[config.mk]
export PLATFORM = sky130hd
export DESIGN_NAME = logic_op_issue
export DESIGN_NICKNAME = d
export VERILOG_FILES = /design/src/rtl/logic_pkg.sv /design/src/rtl/logic_op_decode.sv /design/src/rtl/logic_op_issue.sv
export SDC_FILE = /design/constraint.sdc
export NUM_CORES = 1
export LEC_CHECK = 0
export ABC_AREA = 1
export CORE_MARGIN = 4
export CORE_UTILIZATION = 30
export DETAILED_ROUTE_END_ITERATION = 8
export GPL_ROUTABILITY_DRIVEN = 1
export HOLD_SLACK_MARGIN = 0.15
export REMOVE_ABC_BUFFERS = 1
export SLEW_MARGIN = 20
export SYNTH_ARGS = -nofsm -noshare
export SYNTH_HDL_FRONTEND = slang
export SYNTH_SLANG_ARGS = --single-unit
[constraint.sdc]
create_clock -name clk -period 1.93 [get_ports clk]
set_input_delay 0.193 -clock clk [delete_from_list [all_inputs] [get_ports clk]]
set_output_delay 0.193 -clock clk [all_outputs]
set_load 0.03 [all_outputs]
[src/rtl/logic_pkg.sv]
// Package shared by the logic-unit issue stage.
// Holds the logic unit ctrl codes, MIPS opcode/funct encodings of the
// logic instructions, and the issue slot record passed to the logic unit.
package logic_pkg;

  // Ctrl codes understood by the logic unit.
  localparam logic [3:0] CTRL_AND    = 4'b1000;
  localparam logic [3:0] CTRL_OR     = 4'b1110;
  localparam logic [3:0] CTRL_XOR    = 4'b0110;
  localparam logic [3:0] CTRL_NOR    = 4'b0001;
  localparam logic [3:0] CTRL_PASS_A = 4'b1010;

  // Primary opcodes (instr[31:26]).
  localparam logic [5:0] OP_SPECIAL = 6'b000000;
  localparam logic [5:0] OP_ANDI    = 6'b001100;
  localparam logic [5:0] OP_ORI     = 6'b001101;
  localparam logic [5:0] OP_XORI    = 6'b001110;
  localparam logic [5:0] OP_LUI     = 6'b001111;

  // SPECIAL funct codes (instr[5:0]).
  localparam logic [5:0] FN_AND = 6'b100100;
  localparam logic [5:0] FN_OR  = 6'b100101;
  localparam logic [5:0] FN_XOR = 6'b100110;
  localparam logic [5:0] FN_NOR = 6'b100111;

  // One decoded operation as presented to the logic unit.
  typedef struct packed {
    logic [3:0]  ctrl;
    logic [31:0] a;
    logic [31:0] b;
    logic [4:0]  dest;
  } issue_slot_t;

endpackage

[src/rtl/logic_op_decode.sv]
// Combinational decoder for the MIPS logic instructions.
// Ports:
//   instr   in  32  instruction word
//   rs_val  in  32  value of register rs
//   rt_val  in  32  value of register rt
//   slot    out     decoded ctrl / operand A / operand B / destination
//   legal   out 1   instruction is one of the supported logic ops
module logic_op_decode
  import logic_pkg::*;
(
  input  logic [31:0] instr,
  input  logic [31:0] rs_val,
  input  logic [31:0] rt_val,
  output issue_slot_t slot,
  output logic        legal
);

  logic [5:0]  op;
  logic [5:0]  funct;
  logic [15:0] imm;

  assign op    = instr[31:26];
  assign funct = instr[5:0];
  assign imm   = instr[15:0];

  // rs/shamt field bits are never needed: register values arrive already read.
  logic unused_fields;
  assign unused_fields = ^{instr[25:21], instr[10:6]};

  always_comb begin
    slot  = '0;
    legal = 1'b0;
    case (op)
      OP_SPECIAL: begin
        slot.a    = rs_val;
        slot.b    = rt_val;
        slot.dest = instr[15:11];
        legal     = 1'b1;
        case (funct)
          FN_AND:  slot.ctrl = CTRL_AND;
          FN_OR:   slot.ctrl = CTRL_OR;
          FN_XOR:  slot.ctrl = CTRL_XOR;
          FN_NOR:  slot.ctrl = CTRL_NOR;
          default: begin
            slot  = '0;
            legal = 1'b0;
          end
        endcase
      end
      OP_ANDI, OP_ORI, OP_XORI: begin
        // Logic immediates are zero-extended, not sign-extended.
        slot.a    = rs_val;
        slot.b    = {16'h0000, imm};
        slot.dest = instr[20:16];
        legal     = 1'b1;
        case (op)
          OP_ANDI: slot.ctrl = CTRL_AND;
          OP_ORI:  slot.ctrl = CTRL_OR;
          default: slot.ctrl = CTRL_XOR;
        endcase
      end
      OP_LUI: begin
        // LUI is issued as a pass-through of the pre-shifted immediate.
        slot.ctrl = CTRL_PASS_A;
        slot.a    = {imm, 16'h0000};
        slot.b    = '0;
        slot.dest = instr[20:16];
        legal     = 1'b1;
      end
      default: begin
        slot  = '0;
        legal = 1'b0;
      end
    endcase
  end

endmodule

[src/rtl/logic_op_issue.sv]
// Issue stage feeding the logic unit. Decodes one MIPS logic instruction per
// cycle into a registered issue slot offered downstream with valid/ready.
// Illegal encodings are consumed, pulsed on 'illegal' and counted.
// Ports:
//   clk, rst                 clock, synchronous active-high reset
//   flush                    drop the held slot, refuse input this cycle
//   in_valid/in_ready        upstream handshake
//   in_instr, in_rs_val, in_rt_val  instruction and register operands
//   out_valid/out_ready      downstream handshake
//   out_ctrl, out_a, out_b, out_dest  issue slot contents
//   illegal                  one-cycle pulse per consumed illegal instruction
//   illegal_cnt              saturating count of illegal instructions
module logic_op_issue
  import logic_pkg::*;
#(
  parameter int CNT_W = 8
) (
  input  logic             clk,
  input  logic             rst,
  input  logic             flush,
  input  logic             in_valid,
  output logic             in_ready,
  input  logic [31:0]      in_instr,
  input  logic [31:0]      in_rs_val,
  input  logic [31:0]      in_rt_val,
  output logic             out_valid,
  input  logic             out_ready,
  output logic [3:0]       out_ctrl,
  output logic [31:0]      out_a,
  output logic [31:0]      out_b,
  output logic [4:0]       out_dest,
  output logic             illegal,
  output logic [CNT_W-1:0] illegal_cnt
);

  localparam logic [CNT_W-1:0] CNT_MAX = '1;

  issue_slot_t      dec_slot;
  logic             dec_legal;
  issue_slot_t      slot_reg;
  logic             valid_reg;
  logic             illegal_reg;
  logic [CNT_W-1:0] cnt_reg;
  logic             accept;

  logic_op_decode u_decode (
    .instr  (in_instr),
    .rs_val (in_rs_val),
    .rt_val (in_rt_val),
    .slot   (dec_slot),
    .legal  (dec_legal)
  );

  // Ready looks through the slot when it is retiring this cycle, giving
  // full throughput without a skid buffer.
  assign in_ready = !flush && (!valid_reg || out_ready);
  assign accept   = in_valid && in_ready;

  always_ff @(posedge clk) begin
    if (rst) begin
      slot_reg    <= '0;
      valid_reg   <= 1'b0;
      illegal_reg <= 1'b0;
      cnt_reg     <= '0;
    end else begin
      illegal_reg <= accept && !dec_legal;
      if (accept && !dec_legal && cnt_reg != CNT_MAX) begin
        cnt_reg <= cnt_reg + 1'b1;
      end

      if (flush) begin
        valid_reg <= 1'b0;
      end else if (accept) begin
        // An accept implies the slot is empty or retiring, so an illegal
        // accept simply leaves it empty. Fields hold on illegal.
        valid_reg <= dec_legal;
        if (dec_legal) begin
          slot_reg <= dec_slot;
        end
      end else if (valid_reg && out_ready) begin
        valid_reg <= 1'b0;
      end
    end
  end

  assign out_valid   = valid_reg;
  assign out_ctrl    = slot_reg.ctrl;
  assign out_a       = slot_reg.a;
  assign out_b       = slot_reg.b;
  assign out_dest    = slot_reg.dest;
  assign illegal     = illegal_reg;
  assign illegal_cnt = cnt_reg;

endmodule

==> metrics <==
CTS tree yes; post-DP HPWL 9.516 mm; final setup margin 0.2005 ns; worst vdd ir 0.0005922 V; most frequent cells in the layout 206 x nand2_1, 178 x clkdlybuf4s50_1, 83 x dfxtp_1, 80 x a21oi_1, 39 x nand3_1; Die ar. 14330 sq um; IO Count 185; Final setup viols 0; gr usage total 17.59%; worst hold path type in2reg; Final period util 89.61%; WL/cell 14.15 um; crit path DAT 1.54 ns; CTS root buf clkbuf_16; highest fanout seen on the critical path 2; register area share after synthesis 44.39%; crit-path max cell delay 0.69 ns; area grow syn2layout 65.61%; Worst Path Class, Setup reg2out; Final Core Density 51.19%; routability cong. 0.7670; antenna diode count 0; Yosys warnings 0; H-tree levels 3; CTS clk-pin slew, worst paths 0.07 ns; routed wire length 12.75 mm; DR iter-0 viols 231; Netlist cell types 28; Die H 119.7 um; vias post-DR 4102; cell mode on critical path nor2_1; first-pass GRT wire length 20.26 mm; Placeable Area 12110 sq um; Slew Viols, Final 0; critical path's slowest cell clkdlybuf4s50_1; RSZ-0062 raised after global routing no; MaxCap Viol Count 0; Via density 4.553; Power Density 599.5 nW/um^2; Sink Count 83; highest clock rate 578.2 MHz; clock latency on the worst-skew pair 0.35 ns; post_cts resized 0; worst slew pin tran 0.5014 ns; status finished clean; CP endpoint kind output port; commonest non-fill, non-tap cell in the layout nand2_1; share of cells above drive strength 1 9.004%; syn avg cell area 6.984 sq um; largest net degree at the start of global routing 46; drt pass-1 iters 4; Hold Buf Count CTS 0; Port Buffers 179; Die W 119.7 um; Antenna Nets Post-Route 0; crit path launch type flip-flop; WP data required 1.74 ns; Overflow after GRT 0; row cnt 40; clk_skew 0.004041 ns; fin crit period 1.729 ns; final hold vios 0; Max clock buf depth 2; Num CTS Buffers 9; crit-path cells inv_1, nor2_1, nor2_1, clkdlybuf4s50_1; synthesized area 3744 sq um; Final Net Count 830; #FFs+latches synth 83; # fillers 1203; relative slew slack 66.57%; number of antenna violations at the first check in global routing 0; worst path bufs/invs 2; vias in the first global route 3954; initial core utilization 30.91%; Post-Synthesis Cells 536; post-CTS setup buffer count 0; Residual DRC 0; leakage power 0.002281 uW; family with the most delay on the worst path buffers and inverters; post-place setup slack -0.05251 ns
-- power by group --
group          switching [uW]  total, uW  internal [uW]
combinational             155        378            223
clock                     741       1620            877
sequential               3.61       1720           1720
-- synth_stat cells --
master,number,area [sq um]
dfxtp_1,83,1662
nor2_4,4,45.04
inv_2,3,11.26
o21ai_0,26,130.1
xnor2_1,2,17.52
xor2_1,1,8.760
o211ai_1,1,7.510
clkbuf_1,11,41.29
nor2_8,1,20.02
nand3_1,39,195.2
buf_2,12,60.06
nor3_1,1,5.000
o21a_1,1,7.510
o21ai_2,1,8.760
nand4_1,9,56.30
nor2_1,10,37.54
buf_6,4,45.04
buf_4,4,30.03
nor3_2,1,10.01
nor4_1,1,6.260
nand3b_1,1,7.510
a21oi_1,80,400.4
inv_1,27,101.4
nand2_1,206,773.2
ha_1,1,12.51
o211ai_2,1,12.51
nand2_2,2,12.51
nor2_2,3,18.77
-- stage by stage --
stage | power (uW) | cells | TNS (ns) | hold WS [ns] | instance area, sq um
final | 3717 | 901 | 0 | 0.3154 | 6200
after global routing | 3875 | 901 | 0 | 0.3216 | 6200
after CTS | 3777 | 901 | 0 | 0.3019 | 6200
after detailed placement | 2138 | 885 | -1.564 | 0.4535 | 5919
after global placement | 2134 | 885 | -1.232 | 0.4475 | 5919
after floorplan | 1836 | 505 | -29.98 | 0.2621 | 3567
-- layout make-up --
class                      count  area (sq um)  area share (%)
timing repair buffer         212          2135           34.43
multi-input combinational    392          1800           29.04
sequential                    83          1662           26.80
clock buffer                   9         225.2           3.633
tap                          168         210.2           3.391
inverter                      30         112.6           1.816
clock inverter                 7         55.05          0.8880
-- worst register-to-register path, stage by stage, from the launching register on --
cell	delay [ns]
dfxtp_1	0.39
ha_1	0.24
nand3_1	0.10
nor2_1	0.14
nand3_1	0.12
nand3_1	0.13
buf_4	0.14
nand2_1	0.05
a21oi_1	0.13
-- cells by family (layout without fill, tap and decap cells) --
kind of cell	count (synthesis)	after routing	share of synthesized area, %
AO/OA/AOI/OAI	110	110	15.14
XOR/XNOR	3	3	0.7020
adder cells (fa/ha/maj)	1	1	0.3342
AND/OR/NAND/NOR	278	278	31.72
flip-flops	83	83	44.38
buffers and inverters	61	258	7.721
-- metal layers --
| metal | part of all wire, % | vias up | track usage, % |
|---|---|---|---|
| li1 | - | 2125 | - |
| met1 | 43 | 1825 | 21.08 |
| met2 | 47 | 136 | 28.99 |
| met3 | 7.9 | 16 | 6.833 |
| met4 | 1.6 | 0 | 5.727 |
| met5 | 0 | - | 0 |
-- path summary, 6_finish.rpt --
check                                                   end                        start  slack (ns)  cells after the start
worst min register to register       out_b[13]$_SDFFE_PP0P_       out_b[13]$_SDFFE_PP0P_        0.46                      2
worst max register to register  illegal_cnt[7]$_SDFFE_PP0P_  illegal_cnt[0]$_SDFFE_PP0P_        0.43                      8
worst min-delay path                 out_a[17]$_SDFFE_PP0P_                          rst        0.32                      2
worst max-delay path                               in_ready       out_valid$_SDFFE_PP0P_        0.20                      4
(Power assumes the default switching activity.)
